**config.mk**
```make
export PLATFORM = sky130hd
export DESIGN_NAME = hazard_fwd_ctrl
export DESIGN_NICKNAME = d
export VERILOG_FILES = /design/src/rtl/hazard_pkg.sv /design/src/rtl/fwd_select.sv /design/src/rtl/hazard_fwd_ctrl.sv
export SDC_FILE = /design/constraint.sdc
export NUM_CORES = 1
export LEC_CHECK = 0
export CAP_MARGIN = 20
export CORE_AREA = 2 2 76 78
export CTS_BUF_LIST = sky130_fd_sc_hd__clkbuf_16
export DETAILED_ROUTE_END_ITERATION = 8
export DIE_AREA = 0 0 78 80
export PLACE_DENSITY = 0.68
export SETUP_SLACK_MARGIN = 0.15
export SLEW_MARGIN = 10
export SYNTH_ARGS = -nofsm -noshare
export SYNTH_HDL_FRONTEND = slang
export SYNTH_HIERARCHICAL = 1
export SYNTH_SLANG_ARGS = --single-unit
```
**constraint.sdc**
```tcl
create_clock -name clk -period 2.4 [get_ports clk]
set_input_delay 0.36 -clock clk [delete_from_list [all_inputs] [get_ports clk]]
set_output_delay 0.36 -clock clk [all_outputs]
set_load 0.05 [all_outputs]
```
**src/rtl/hazard_pkg.sv**
```systemverilog
// Shared types for the hazard/forwarding controller: FSM states, forward selects, shadow record.
// Shadow-stage register addresses are RegAw bits wide; the controller's REG_AW defaults to it.
package hazard_pkg;

  localparam int unsigned RegAw = 5;

  typedef enum logic [1:0] {
    StRun       = 2'd0,
    StLoadStall = 2'd1,
    StMemWait   = 2'd2
  } state_e;

  localparam logic [1:0] FWD_RF    = 2'b00;
  localparam logic [1:0] FWD_EXMEM = 2'b10;
  localparam logic [1:0] FWD_MEMWB = 2'b01;

  typedef struct packed {
    logic [RegAw-1:0] dest;
    logic [RegAw-1:0] rs;
    logic [RegAw-1:0] rt;
    logic             regwrite;
    logic             memread;
    logic             memwrite;
  } stage_t;

  localparam stage_t StageBubble = '0;

endpackage

```
**src/rtl/fwd_select.sv**
```systemverilog
// EX-stage operand forward select for one source register.
// EX/MEM wins over MEM/WB; register $0 is never forwarded.
module fwd_select
  import hazard_pkg::*;
#(
  parameter int unsigned REG_AW = RegAw
) (
  input  logic [REG_AW-1:0] src_i,
  input  logic [REG_AW-1:0] exmem_dest_i,
  input  logic              exmem_regwrite_i,
  input  logic [REG_AW-1:0] memwb_dest_i,
  input  logic              memwb_regwrite_i,
  output logic [1:0]        sel_o
);

  always_comb begin
    sel_o = FWD_RF;
    if (exmem_regwrite_i && (exmem_dest_i != '0) && (exmem_dest_i == src_i)) begin
      sel_o = FWD_EXMEM;
    end else if (memwb_regwrite_i && (memwb_dest_i != '0) && (memwb_dest_i == src_i)) begin
      sel_o = FWD_MEMWB;
    end
  end

endmodule

```
**src/rtl/hazard_fwd_ctrl.sv**
```systemverilog
// Hazard/forwarding controller for the 5-stage pipeline: shadow stages, stalls, freezes, selects.
// Define HAZARD_STALL_CNT_EN to add the saturating stall_cycles counter and its port.
module hazard_fwd_ctrl
  import hazard_pkg::*;
#(
  parameter int unsigned REG_AW = RegAw
`ifdef HAZARD_STALL_CNT_EN
  ,
  parameter int unsigned CNT_W  = 16
`endif
) (
  input  logic              clk,
  input  logic              reset,
  input  logic              id_valid,
  input  logic [REG_AW-1:0] id_rs,
  input  logic [REG_AW-1:0] id_rt,
  input  logic              id_uses_rs,
  input  logic              id_uses_rt,
  input  logic [REG_AW-1:0] id_dest,
  input  logic              id_regwrite,
  input  logic              id_memread,
  input  logic              id_memwrite,
  input  logic              flush,
  input  logic              mem_ready,
  output logic              pc_en,
  output logic              ifid_en,
  output logic              ifid_flush,
  output logic              idex_bubble,
  output logic              pipe_freeze,
  output logic [1:0]        fwd_a,
  output logic [1:0]        fwd_b,
  output logic              wb_fwd_rs,
  output logic              wb_fwd_rt
`ifdef HAZARD_STALL_CNT_EN
  ,
  output logic [CNT_W-1:0]  stall_cycles
`endif
);

  stage_t idex_q, idex_d;
  stage_t exmem_q, exmem_d;
  stage_t memwb_q, memwb_d;
  state_e state_q, state_d;
  logic   lu, fz;

  always_comb begin
    lu = id_valid && idex_q.memread && (idex_q.dest != '0) &&
         ((id_uses_rs && (id_rs == idex_q.dest)) || (id_uses_rt && (id_rt == idex_q.dest)));
    fz = (exmem_q.memread || exmem_q.memwrite) && !mem_ready;
  end

  // Freeze beats flush beats load-use; flush is masked while reset holds outputs at rest.
  always_comb begin
    pc_en       = 1'b1;
    ifid_en     = 1'b1;
    ifid_flush  = 1'b0;
    idex_bubble = 1'b0;
    pipe_freeze = 1'b0;
    if (fz) begin
      pipe_freeze = 1'b1;
      pc_en       = 1'b0;
      ifid_en     = 1'b0;
    end else if (flush && !reset) begin
      ifid_flush  = 1'b1;
      idex_bubble = 1'b1;
    end else if (lu) begin
      pc_en       = 1'b0;
      ifid_en     = 1'b0;
      idex_bubble = 1'b1;
    end
  end

  always_comb begin
    idex_d  = idex_q;
    exmem_d = exmem_q;
    memwb_d = memwb_q;
    if (!pipe_freeze) begin
      memwb_d = exmem_q;
      exmem_d = idex_q;
      if (idex_bubble || !id_valid) begin
        idex_d = StageBubble;
      end else begin
        idex_d.dest     = id_dest;
        idex_d.rs       = id_uses_rs ? id_rs : '0;
        idex_d.rt       = id_uses_rt ? id_rt : '0;
        idex_d.regwrite = id_regwrite;
        idex_d.memread  = id_memread;
        idex_d.memwrite = id_memwrite;
      end
    end
  end

  always_comb begin
    state_d = state_q;
    unique case (state_q)
      StRun: begin
        if (fz) begin
          state_d = StMemWait;
        end else if (flush) begin
          state_d = StRun;
        end else if (lu) begin
          state_d = StLoadStall;
        end
      end
      StLoadStall: state_d = fz ? StMemWait : StRun;
      StMemWait:   state_d = fz ? StMemWait : StRun;
      default:     state_d = StRun;
    endcase
  end

  always_ff @(posedge clk or posedge reset) begin
    if (reset) begin
      idex_q  <= StageBubble;
      exmem_q <= StageBubble;
      memwb_q <= StageBubble;
      state_q <= StRun;
    end else begin
      idex_q  <= idex_d;
      exmem_q <= exmem_d;
      memwb_q <= memwb_d;
      state_q <= state_d;
    end
  end

  fwd_select #(
    .REG_AW(REG_AW)
  ) u_fwd_a (
    .src_i           (idex_q.rs),
    .exmem_dest_i    (exmem_q.dest),
    .exmem_regwrite_i(exmem_q.regwrite),
    .memwb_dest_i    (memwb_q.dest),
    .memwb_regwrite_i(memwb_q.regwrite),
    .sel_o           (fwd_a)
  );

  fwd_select #(
    .REG_AW(REG_AW)
  ) u_fwd_b (
    .src_i           (idex_q.rt),
    .exmem_dest_i    (exmem_q.dest),
    .exmem_regwrite_i(exmem_q.regwrite),
    .memwb_dest_i    (memwb_q.dest),
    .memwb_regwrite_i(memwb_q.regwrite),
    .sel_o           (fwd_b)
  );

  always_comb begin
    wb_fwd_rs = memwb_q.regwrite && (memwb_q.dest != '0) && (memwb_q.dest == id_rs);
    wb_fwd_rt = memwb_q.regwrite && (memwb_q.dest != '0) && (memwb_q.dest == id_rt);
  end

`ifdef HAZARD_STALL_CNT_EN
  logic [CNT_W-1:0] cnt_q, cnt_d;

  always_comb begin
    cnt_d = cnt_q;
    if (!pc_en && (cnt_q != '1)) begin
      cnt_d = cnt_q + CNT_W'(1);
    end
  end

  always_ff @(posedge clk or posedge reset) begin
    if (reset) begin
      cnt_q <= '0;
    end else begin
      cnt_q <= cnt_d;
    end
  end

  assign stall_cycles = cnt_q;
`endif

endmodule

```
==> out/results.md, run 1 <==
- 1.84 ns — endpoint arrival time on the critical path
- 19.5% — fraction of final layout cells with drive strength greater than 1
- 1891 — overall via count from detail_route
- in2reg — worst hold path type
- 38.4% — initial core utilization
- 8.95 sq um — mean instance size in the synthesized netlist
- 18.2% — Clock Power Share
- 0 — hold bufs inserted after CTS
- 1.19 nW — static power due to leakage
- yes — unrepaired setup endpoints after global routing
- 32 — register bit count reported by yosys
- 36.6% — layout overhead on the synthesized area
- 0 — DRC viols
- 6240 sq um — area of the die
- reg2out — Crit Path Category
- 5.42 — vias per cell
- 9.04 mm — global-route wire length before repair
- 2080 sq um — total standard cell area after synthesis
- 2840 sq um — total non-filler cell area in the finished layout
- 72.1% — headroom to the max-slew limit
- 2.04 ns — data required time of the worst path
- 1.85 mW — cell-internal power
- 2 — clock tree buffer depth
- 3.20 mW — Power, Total
- 2.20 ns — shortest period the worst path allows
- 27 — total number of placement rows
- 15.2 um — average wire per cell in the routed design
- 0.816 — Final GP Congestion
- 1.35 mW — NetSw
- 0 — aggregate global routing overflow
- 0.00429 ns — maximum clock skew at final layout
- dfrtp_1 — cell accounting for the most synthesized area
- 337 — Post-Place Cells
- 37 — largest net degree at the start of global routing
- 154 — starting DRC count in detailed routing
- 0 — number of pins with negative max-slew slack in the final report
- dfrtp_1 (39%), xnor2_1 (11%), nand2_1 (9.2%), o21ai_1 (4.6%), a41oi_1 (4.2%) — biggest area contributors in the synthesized netlist
- 0.05 ns — clock transition at the registers of the reported paths
- flop — kind of start point of the critical path
- 0.454 GHz — highest achievable clock rate
- 52.5% — core utilization of the finished layout
- 18.3% — GRT Total Usage
- 78 um — Horiz. Die Dim
- yes — clock tree from TritonCTS
- 5410 sq um — Core Box Area
- 3 — largest driver fanout on the critical path
- 5.32 mm — sum of routed wire length over all layers
- 2620 sq um — post-place instance area
- 0.418 ns — transition time at the pin with the least slew margin
- 1130 nW/um^2 — power density relative to cell area
- 510 — number of fillers in the final layout
- 35 — Cell variety after synth
- 1787 — vias in the first global route
- 2 — count of H-tree levels built during CTS
- 0 — maximum capacitance violations
- 232 — gate count of the mapped netlist
- 6 — Synthesis Warnings
- 0.27 ns — worst-skew pair later-pin latency
- 0 — Routed Antenna Nets
- 349 — non-filler instance count after layout
- clkbuf_16 — root buffer cell
- 38.6% — Synth top area share
- 36 — Ports
- 3.76 mm — half-perimeter wire length after placement
- 4 — number of search-and-repair iterations in the first detailed-routing pass
- 42.3% — switching fraction of total power
- 38.6% — share of synthesized area occupied by flip-flops and latches
- 32 — CTS sink count
- 0 — number of antenna violations at the first check in global routing
- primary output — CP endpoint kind
- 0 — endpoints failing hold
- 35 — Port Buffer Count
- complete, no violations — result of the run
- 0 ns — setup TNS
- 5 — clock buffers created by TritonCTS
- 0 — antenna diode instance count
- 33.7% — share of total power in sequential cells
- 302 — nets
- 91.8% — ratio of final minimum period to clock period
- 48.1% — part of the total power dissipated in combinational logic
- 257 — syn_nets
- 0 — Final Setup Violations
- 80 um — vertical die dimension
- 0.453 mV — peak ir drop on the vdd network
-- path summary, 6_finish.rpt --
| check | startpoint | to | slack (ns) | cells after the start |
|---|---|---|---|---|
| setup / recovery | idex_q[17]$_DFFE_PP0N_ | ifid_en | 0.20 | 5 |
| hold / removal | id_rs[4] | idex_q[12]$_DFFE_PP0N_ | 0.46 | 3 |
| setup reg to reg | exmem_q[0]$_DFFE_PP0N_ | idex_q[10]$_DFFE_PP0N_ | 0.56 | 6 |
| hold reg to reg | idex_q[2]$_DFFE_PP0N_ | exmem_q[2]$_DFFE_PP0N_ | 0.48 | 2 |
| max in group asynchronous | reset | memwb_q[14]$_DFFE_PP0N_ | 1.57 | 3 |
| min in group asynchronous | reset | idex_q[2]$_DFFE_PP0N_ | 0.51 | 3 |
-- registers in the layout, summed over array words and instances (netlist names) --
signal	flops
idex_q	18
memwb_q	6
exmem_q	8
-- cells by family after synthesis --
logic type	count (synthesis)	share of synthesized area, %
flip-flops	32	38.6
AO/OA/AOI/OAI	48	17.8
multiplexers	2	1.08
buffers and inverters	16	4.16
AND/OR/NAND/NOR	98	23.1
XOR/XNOR	36	15.2
-- stage by stage --
stage          setup slack (ns)  hold slack, ns
6_report                  0.198           0.456
5_1_grt                   0.147           0.488
4_1_cts                   0.138           0.482
3_5_place_dp             0.0843           0.465
3_3_place_gp              0.127           0.467
2_1_floorplan            -0.176           0.446
-- layer usage --
layer  track usage, %  vias up  wire length (um)
met5                0        -                 0
met4             7.37        0               135
met3             3.73       11               327
met2             27.8       73              2560
met1             25.3      894              2300
li1                 -      913                 -
-- final cells by class --
type                    instances  area (sq um)  area share, %
clock inverters                 2          7.51          0.265
clock buffers                   5           125           4.41
inverters                       2          7.51          0.265
well taps                      72          90.1           3.18
multi-input cells             184          1230           43.2
repair buffers                 52           573           20.2
flip-flops and latches         32           806           28.4
-- repair_timing --
| action | in CTS | in global routing |
|---|---|---|
| gates resized for setup | 9 | 7 |
| setup buffers | 3 | 2 |
| gates cloned | 0 | 0 |
| endpoints found under the setup margin | 5 | 5 |
| pin swaps | 1 | 4 |
-- power by group through the flow --
stage	Sequential, mW	Clock, mW	Combinational [mW]
after global routing	1.11	0.616	1.68
after floorplan	1.01	0	1.05
after global placement	1.11	0	1.37
final	1.08	0.583	1.54
after detailed placement	1.11	0	1.40
after CTS	1.08	0.590	1.47
-- cells in the final DEF, fill, tap and decap left out, drive strengths merged, types with 3 or more instances in the layout --
cell,Yosys,final
a41oi,10,10
nor2,3,3
buf,9,28
dfrtp,32,32
nor4,4,4
clkbuf,5,5
and2,11,11
o21ai,20,20
xor2,10,10
nor3,6,6
clkdlybuf4s50,0,20
a32oi,8,8
nand2,51,51
a21oi,3,3
xnor2,26,26
nand3,16,16
-- critical path, cell delays in order, from the launching register on --
cell     delay (ns)
dfrtp_2        0.40
or4_4          0.54
o21ai_4        0.18
nor3b_2        0.09
a21oi_4        0.17
buf_6          0.18
-- synth_stat cells --
cell,instances
or4_1,2
nor4_1,4
a211oi_2,2
xnor2_1,26
and2_0,4
o41ai_2,2
a21oi_2,1
and2_1,7
nor2_2,1
o21bai_4,1
nor3_1,4
dfrtp_1,32
buf_2,6
xor2_1,10
nor3b_1,1
nor2_1,2
buf_4,1
a32oi_1,8
nand3_1,16
a21oi_1,2
o21ai_1,19
mux2_1,2
a41oi_1,10
clkbuf_1,5
inv_1,1
nand4_1,2
o21ai_2,1
and2b_1,1
a21o_1,1
inv_2,1
nand2_1,51
o22ai_1,1
buf_6,2
nor3b_4,1
nor3_2,2
No activity file was read; power rests on OpenSTA's default activity.
==> inputs of run 2 (changes only) <==
--- a/config.mk
+++ b/config.mk
@@ -7,7 +7,6 @@
 export LEC_CHECK = 0
 export CAP_MARGIN = 20
 export CORE_AREA = 2 2 76 78
-export CTS_BUF_LIST = sky130_fd_sc_hd__clkbuf_16
 export DETAILED_ROUTE_END_ITERATION = 8
 export DIE_AREA = 0 0 78 80
 export PLACE_DENSITY = 0.68
==> run 2 against run 1 <==
Net effect: clock power shrank 24%; largest cell class unchanged; clock-buffer cell count is 2 higher; clock skew rose by 0.0011 ns; via count increased by 0.63%; largest power group unchanged.
==> out/results.md, run 2 (synthesized netlist as in run 1, its figures left out) <==
- 2 — clock tree buffer depth
- 0.181 ns — final worst slack
- 5 — number of search-and-repair iterations in the first detailed-routing pass
- 20.5% — fraction of final layout cells with drive strength greater than 1
- 0.451 GHz — highest achievable clock rate
- 0.28 ns — worst-skew pair later-pin latency
- 2.04 ns — data required time of the worst path
- 0.54 ns — worst setup slack for register-to-register paths
- 37 — largest net degree at the start of global routing
- 2 — count of H-tree levels built during CTS
- 0 — aggregate global routing overflow
- nand2_1 — leading cell type in the layout, fill and taps excluded
- 92.5% — ratio of final minimum period to clock period
- 0 — endpoints failing hold
- nand2_1 (51), dfrtp_1 (27), xnor2_1 (26) — most used cells in the layout excluding fill and tap cells
- 0.00537 ns — maximum clock skew at final layout
- 1.73 mW — cell-internal power
- yes — unrepaired setup endpoints after global routing
- 0.473 mV — peak ir drop on the vdd network
- 3 — largest driver fanout on the critical path
- idex_q[10]$_DFFE_PP0N_ — Crit Reg-Reg Endpoint
- 50.3% — part of the total power dissipated in combinational logic
- 34.8% — layout overhead on the synthesized area
- yes — clock tree from TritonCTS
- 0 — Final Setup Violations
- 72.2% — headroom to the max-slew limit
- in2reg — worst hold path type
- 512 — number of fillers in the final layout
- clkbuf_8 — root buffer cell
- idex_q — Largest Register
- 5410 sq um — Core Box Area
- 807 sq um — FF+latch area
- 36 — Ports
- 35.2% — share of total power in sequential cells
- 3 — WHS Path Cells
- 80 um — vertical die dimension
- 38.4% — initial core utilization
- 2800 sq um — total non-filler cell area in the finished layout
- 0 — number of pins with negative max-slew slack in the final report
- 0 ns — setup TNS
- 1.86 ns — endpoint arrival time on the critical path
- primary output — CP endpoint kind
- 303 — nets
- 0 — maximum capacitance violations
- 0.816 — Final GP Congestion
- 2620 sq um — post-place instance area
- 14.5% — Clock Power Share
- flop — kind of start point of the critical path
- 43.7% — switching fraction of total power
- 0 — number of antenna violations at the first check in global routing
- 18.6% — GRT Total Usage
- 0 — DRC viols
- 15.4 um — average wire per cell in the routed design
- exmem_q[0]$_DFFE_PP0N_ — startpoint of the lowest-slack register-to-register path
- idex_q[10]$_DFFE_PP0N_ — sink of the worst hold path
- 9.16 mm — global-route wire length before repair
- idex_q (18), exmem_q (8), memwb_q (6) — Largest regs
- 1825 — vias in the first global route
- 0.417 ns — transition time at the pin with the least slew margin
- 1.17 nW — static power due to leakage
- 6 — Reg2Reg Depth
- 1903 — overall via count from detail_route
- 0.06 ns — clock transition at the registers of the reported paths
- 4.07% — met3 usage in global routing
- 1220 sq um — multi-input gate area in the final layout
- id_rs[2] — start point of the worst hold path
- reg2out — Crit Path Category
- 5 — clock buffers created by TritonCTS
- 27 — total number of placement rows
- 6240 sq um — area of the die
- 35 — Port Buffer Count
- met2 — layer with the highest usage after global routing
- 18 — Largest register FFs
- 1.34 mW — NetSw
- 25.2% — met1 GRT Util
- 29.5% — met2 Resource Use GR
- 2.22 ns — shortest period the worst path allows
- 0 — Routed Antenna Nets
- complete, no violations — result of the run
- 78 um — Horiz. Die Dim
- 5.44 — vias per cell
- 3.76 mm — half-perimeter wire length after placement
- 1100 nW/um^2 — power density relative to cell area
- 0.0843 ns — placement-stage worst setup slack
- 5.40 mm — sum of routed wire length over all layers
- 0 — antenna diode instance count
- 130 — starting DRC count in detailed routing
- 32 — CTS sink count
## run 2: cell count changes in the layout (fill, tap and decap cells not counted)
cell,before,now
dlymetal6s2s_1,2,1
or4_1,0,1
clkbuf_8,0,7
dlygate4sd2_1,2,4
dfrtp_2,4,5
or4_4,2,1
clkdlybuf4s50_1,20,19
clkbuf_16,5,0
buf_4,17,18
dfrtp_1,28,27
clkinv_1,2,0
## run 2: layer usage
metal	wire length [um]	vias up	share of wire, %
li1	-	911	-
met3	317	8	5.9
met5	0	-	0
met4	74	0	1.4
met1	2350	919	44
met2	2650	65	49
## run 2: power groups by stage
stage          registers [mW]  clock network (mW)  logic [mW]
6_report                 1.08               0.445        1.54
5_1_grt                  1.11               0.477        1.69
4_1_cts                  1.08               0.458        1.49
3_5_place_dp             1.11                   0        1.40
3_3_place_gp             1.11                   0        1.37
2_1_floorplan            1.01                   0        1.05
## run 2: how the worst max path moves through the flow
stage,endpoint,startpoint,depth (start not counted)
after floorplan,wb_fwd_rs,memwb_q[16]$_DFFE_PP0N_,3
after global placement,idex_bubble,id_rs[0],7
after detailed placement,idex_bubble,id_rs[1],7
after CTS,ifid_en,idex_q[17]$_DFFE_PP0N_,5
after global routing,ifid_en,idex_q[17]$_DFFE_PP0N_,5
final,ifid_en,idex_q[17]$_DFFE_PP0N_,5
## run 2: critical path, stage by stage, from the launching register on
cell and delay [ns]:
dfrtp_2 0.41, or4_4 0.55, o21ai_4 0.18, nor3b_2 0.09, a21oi_4 0.18, buf_6 0.18
## run 2: metrics by stage
stage          hold slack [ns]  std cells  total power [mW]  utilization (%)
5_1_grt                  0.461        350              3.28             51.8
2_1_floorplan            0.446        232              2.06                -
3_3_place_gp             0.467        337              2.48             48.5
6_report                 0.441        350              3.07             51.8
3_5_place_dp             0.465        337              2.51             48.5
4_1_cts                  0.486        348              3.03             51.2
## run 2: final cells by class
cell class | instances | area share, %
Multi-Input combinational cell | 184 | 43.7
Sequential cell | 32 | 28.8
Timing Repair Buffer | 53 | 20.6
Clock buffer | 7 | 3.44
Tap cell | 72 | 3.22
Inverter | 2 | 0.268
## run 2: timing repair
action | 4_1_cts | 5_1_grt
hold buffers | 0 | 0
buffers inserted | 4 | 2
endpoints found under the hold margin | 0 | 0
setup endpoints to repair | 5 | 5
gates resized for setup | 13 | 4
pin swaps | 1 | 4
==> inputs of run 3 (changes only) <==
--- a/config.mk
+++ b/config.mk
@@ -9,7 +9,8 @@
 export CORE_AREA = 2 2 76 78
 export DETAILED_ROUTE_END_ITERATION = 8
 export DIE_AREA = 0 0 78 80
-export PLACE_DENSITY = 0.68
+export DONT_BUFFER_PORTS = 1
+export PLACE_DENSITY = 0.6
 export SETUP_SLACK_MARGIN = 0.15
 export SLEW_MARGIN = 10
 export SYNTH_ARGS = -nofsm -noshare
==> run 3 against run 2 <==
Net effect: die area unchanged; critical path depth stayed put; worst setup slack gained 0.010 ns; combinational power down 14%; sequential power grew 4%; cell count down 8.6%; register-to-register slack hardly changed; clock power up 29%.
==> out/results.md, run 3 (synthesized netlist as in run 1, its figures left out) <==
- 1240 nW/um^2 — power density relative to cell area
- 37.0% — share of total power in sequential cells
- 37 — largest net degree at the start of global routing
- 44.0% — part of the total power dissipated in combinational logic
- idex_q (18), exmem_q (8), memwb_q (6) — Largest regs
- 36 — Ports
- 306 — Post-Place Cells
- 43.1% — switching fraction of total power
- nand2_1 — leading cell type in the layout, fill and taps excluded
- 0 — antenna diode instance count
- 5.32 mm — sum of routed wire length over all layers
- 2.04 ns — data required time of the worst path
- 0 — endpoints failing hold
- 1.30 mW — NetSw
- 2.21 ns — shortest period the worst path allows
- 32 — CTS sink count
- 0.191 ns — final worst slack
- 5410 sq um — Core Box Area
- 69.2% — headroom to the max-slew limit
- 3.02 mW — Power, Total
- 19.0% — Clock Power Share
- 1230 sq um — multi-input gate area in the final layout
- 2430 sq um — total non-filler cell area in the finished layout
- 802 sq um — FF+latch area
- 16.6 um — average wire per cell in the routed design
- 1.72 mW — cell-internal power
- 4 — number of search-and-repair iterations in the first detailed-routing pass
- 80 um — vertical die dimension
- 0 ns — setup TNS
- nand2_1 (51), dfrtp_1 (31), xnor2_1 (26) — most used cells in the layout excluding fill and tap cells
- 0.636 mV — peak ir drop on the vdd network
- yes — clock tree from TritonCTS
- 6240 sq um — area of the die
- 0 — Routed Antenna Nets
- 5.47 — vias per cell
- 1.85 ns — endpoint arrival time on the critical path
- 0.0453 ns — Worst Hold Slack
- 78 um — Horiz. Die Dim
- 0.354 ns — placement-stage worst setup slack
- yes — unrepaired setup endpoints after global routing
- 8.83 mm — global-route wire length before repair
- 0 — number of antenna violations at the first check in global routing
- 38.4% — initial core utilization
- reg2out — Crit Path Category
- 0 — DRC viols
- 27 — total number of placement rows
- 4 — largest driver fanout on the critical path
- 0 — Final Setup Violations
- 0 — Port Buffer Count
- 0.851 — Final GP Congestion
- 17.2% — layout overhead on the synthesized area
- 1749 — overall via count from detail_route
- 1.01 nW — static power due to leakage
- primary output — CP endpoint kind
- 320 — non-filler instance count after layout
- 0.00497 ns — maximum clock skew at final layout
- 1692 — vias in the first global route
- 19.8% — fraction of final layout cells with drive strength greater than 1
- 0.29 ns — worst-skew pair later-pin latency
- 0 — aggregate global routing overflow
- 272 — nets
- 0.453 GHz — highest achievable clock rate
- complete, no violations — result of the run
- 3.71 mm — half-perimeter wire length after placement
- 2240 sq um — post-place instance area
- 0.461 ns — transition time at the pin with the least slew margin
- 0.07 ns — clock transition at the registers of the reported paths
- 0 — maximum capacitance violations
- 0 — number of pins with negative max-slew slack in the final report
- clkbuf_8 — root buffer cell
- 92.0% — ratio of final minimum period to clock period
- 2 — count of H-tree levels built during CTS
- 18 — Largest register FFs
- 18.4% — GRT Total Usage
- 2 — clock tree buffer depth
- 0 — hold bufs inserted after CTS
- 45.0% — core utilization of the finished layout
- 554 — number of fillers in the final layout
- 5 — clock buffers created by TritonCTS
- 107 — starting DRC count in detailed routing
- idex_q — Largest Register
- in2async — worst hold path type
- flop — kind of start point of the critical path
==> run 3: power groups by stage <==
stage | clock [mW] | combinational (mW) | sequential [mW]
floorplan | 0 | 1.05 | 1.01
global placement | 0 | 1.23 | 1.12
detailed placement | 0 | 1.25 | 1.12
CTS | 0.581 | 1.32 | 1.12
global route | 0.597 | 1.47 | 1.16
finish | 0.573 | 1.33 | 1.12
==> run 3: worst paths after layout <==
check	endpoint	cells past startpoint	startpoint	slack [ns]
worst max-delay path	pc_en	5	idex_q[16]$_DFFE_PP0N_	0.19
worst min-delay path	exmem_q[0]$_DFFE_PP0N_	2	reset	0.05
max in group asynchronous	idex_q[13]$_DFFE_PP0N_	2	reset	2.04
worst max register to register	idex_q[12]$_DFFE_PP0N_	7	idex_q[16]$_DFFE_PP0N_	0.53
worst min register to register	exmem_q[2]$_DFFE_PP0N_	2	idex_q[2]$_DFFE_PP0N_	0.47
min in group clk	idex_q[13]$_DFFE_PP0N_	2	id_dest[0]	0.19
==> run 3: layout make-up <==
class	count	share of cell area (%)
Timing Repair Buffer	22	7.30
Tap cell	72	3.70
Multi-Input combinational cell	184	50.5
Sequential cell	32	33.0
Clock inverter	1	1.23
Clock buffer	7	3.96
Inverter	2	0.308
==> run 3: critical path, cell delays in order (launching register included) <==
cell	delay, ns
dfrtp_1	0.42
or4_4	0.55
o21ai_4	0.18
nor3b_2	0.08
a21oi_4	0.14
buf_12	0.19
==> run 3: timing repair <==
item / 4_1_cts / 5_1_grt
setup buffers: 5 / 1
hold endpoints to repair: 0 / 0
setup endpoints to repair: 3 / 5
pin swaps: 1 / 1
gates resized for setup: 3 / 3
==> run 3: per-layer routing <==
metal	global-route usage, %	part of all wire [%]
met1	24.0	44
met2	29.1	48
met3	4.64	5.3
met4	7.37	2.3
met5	0	0
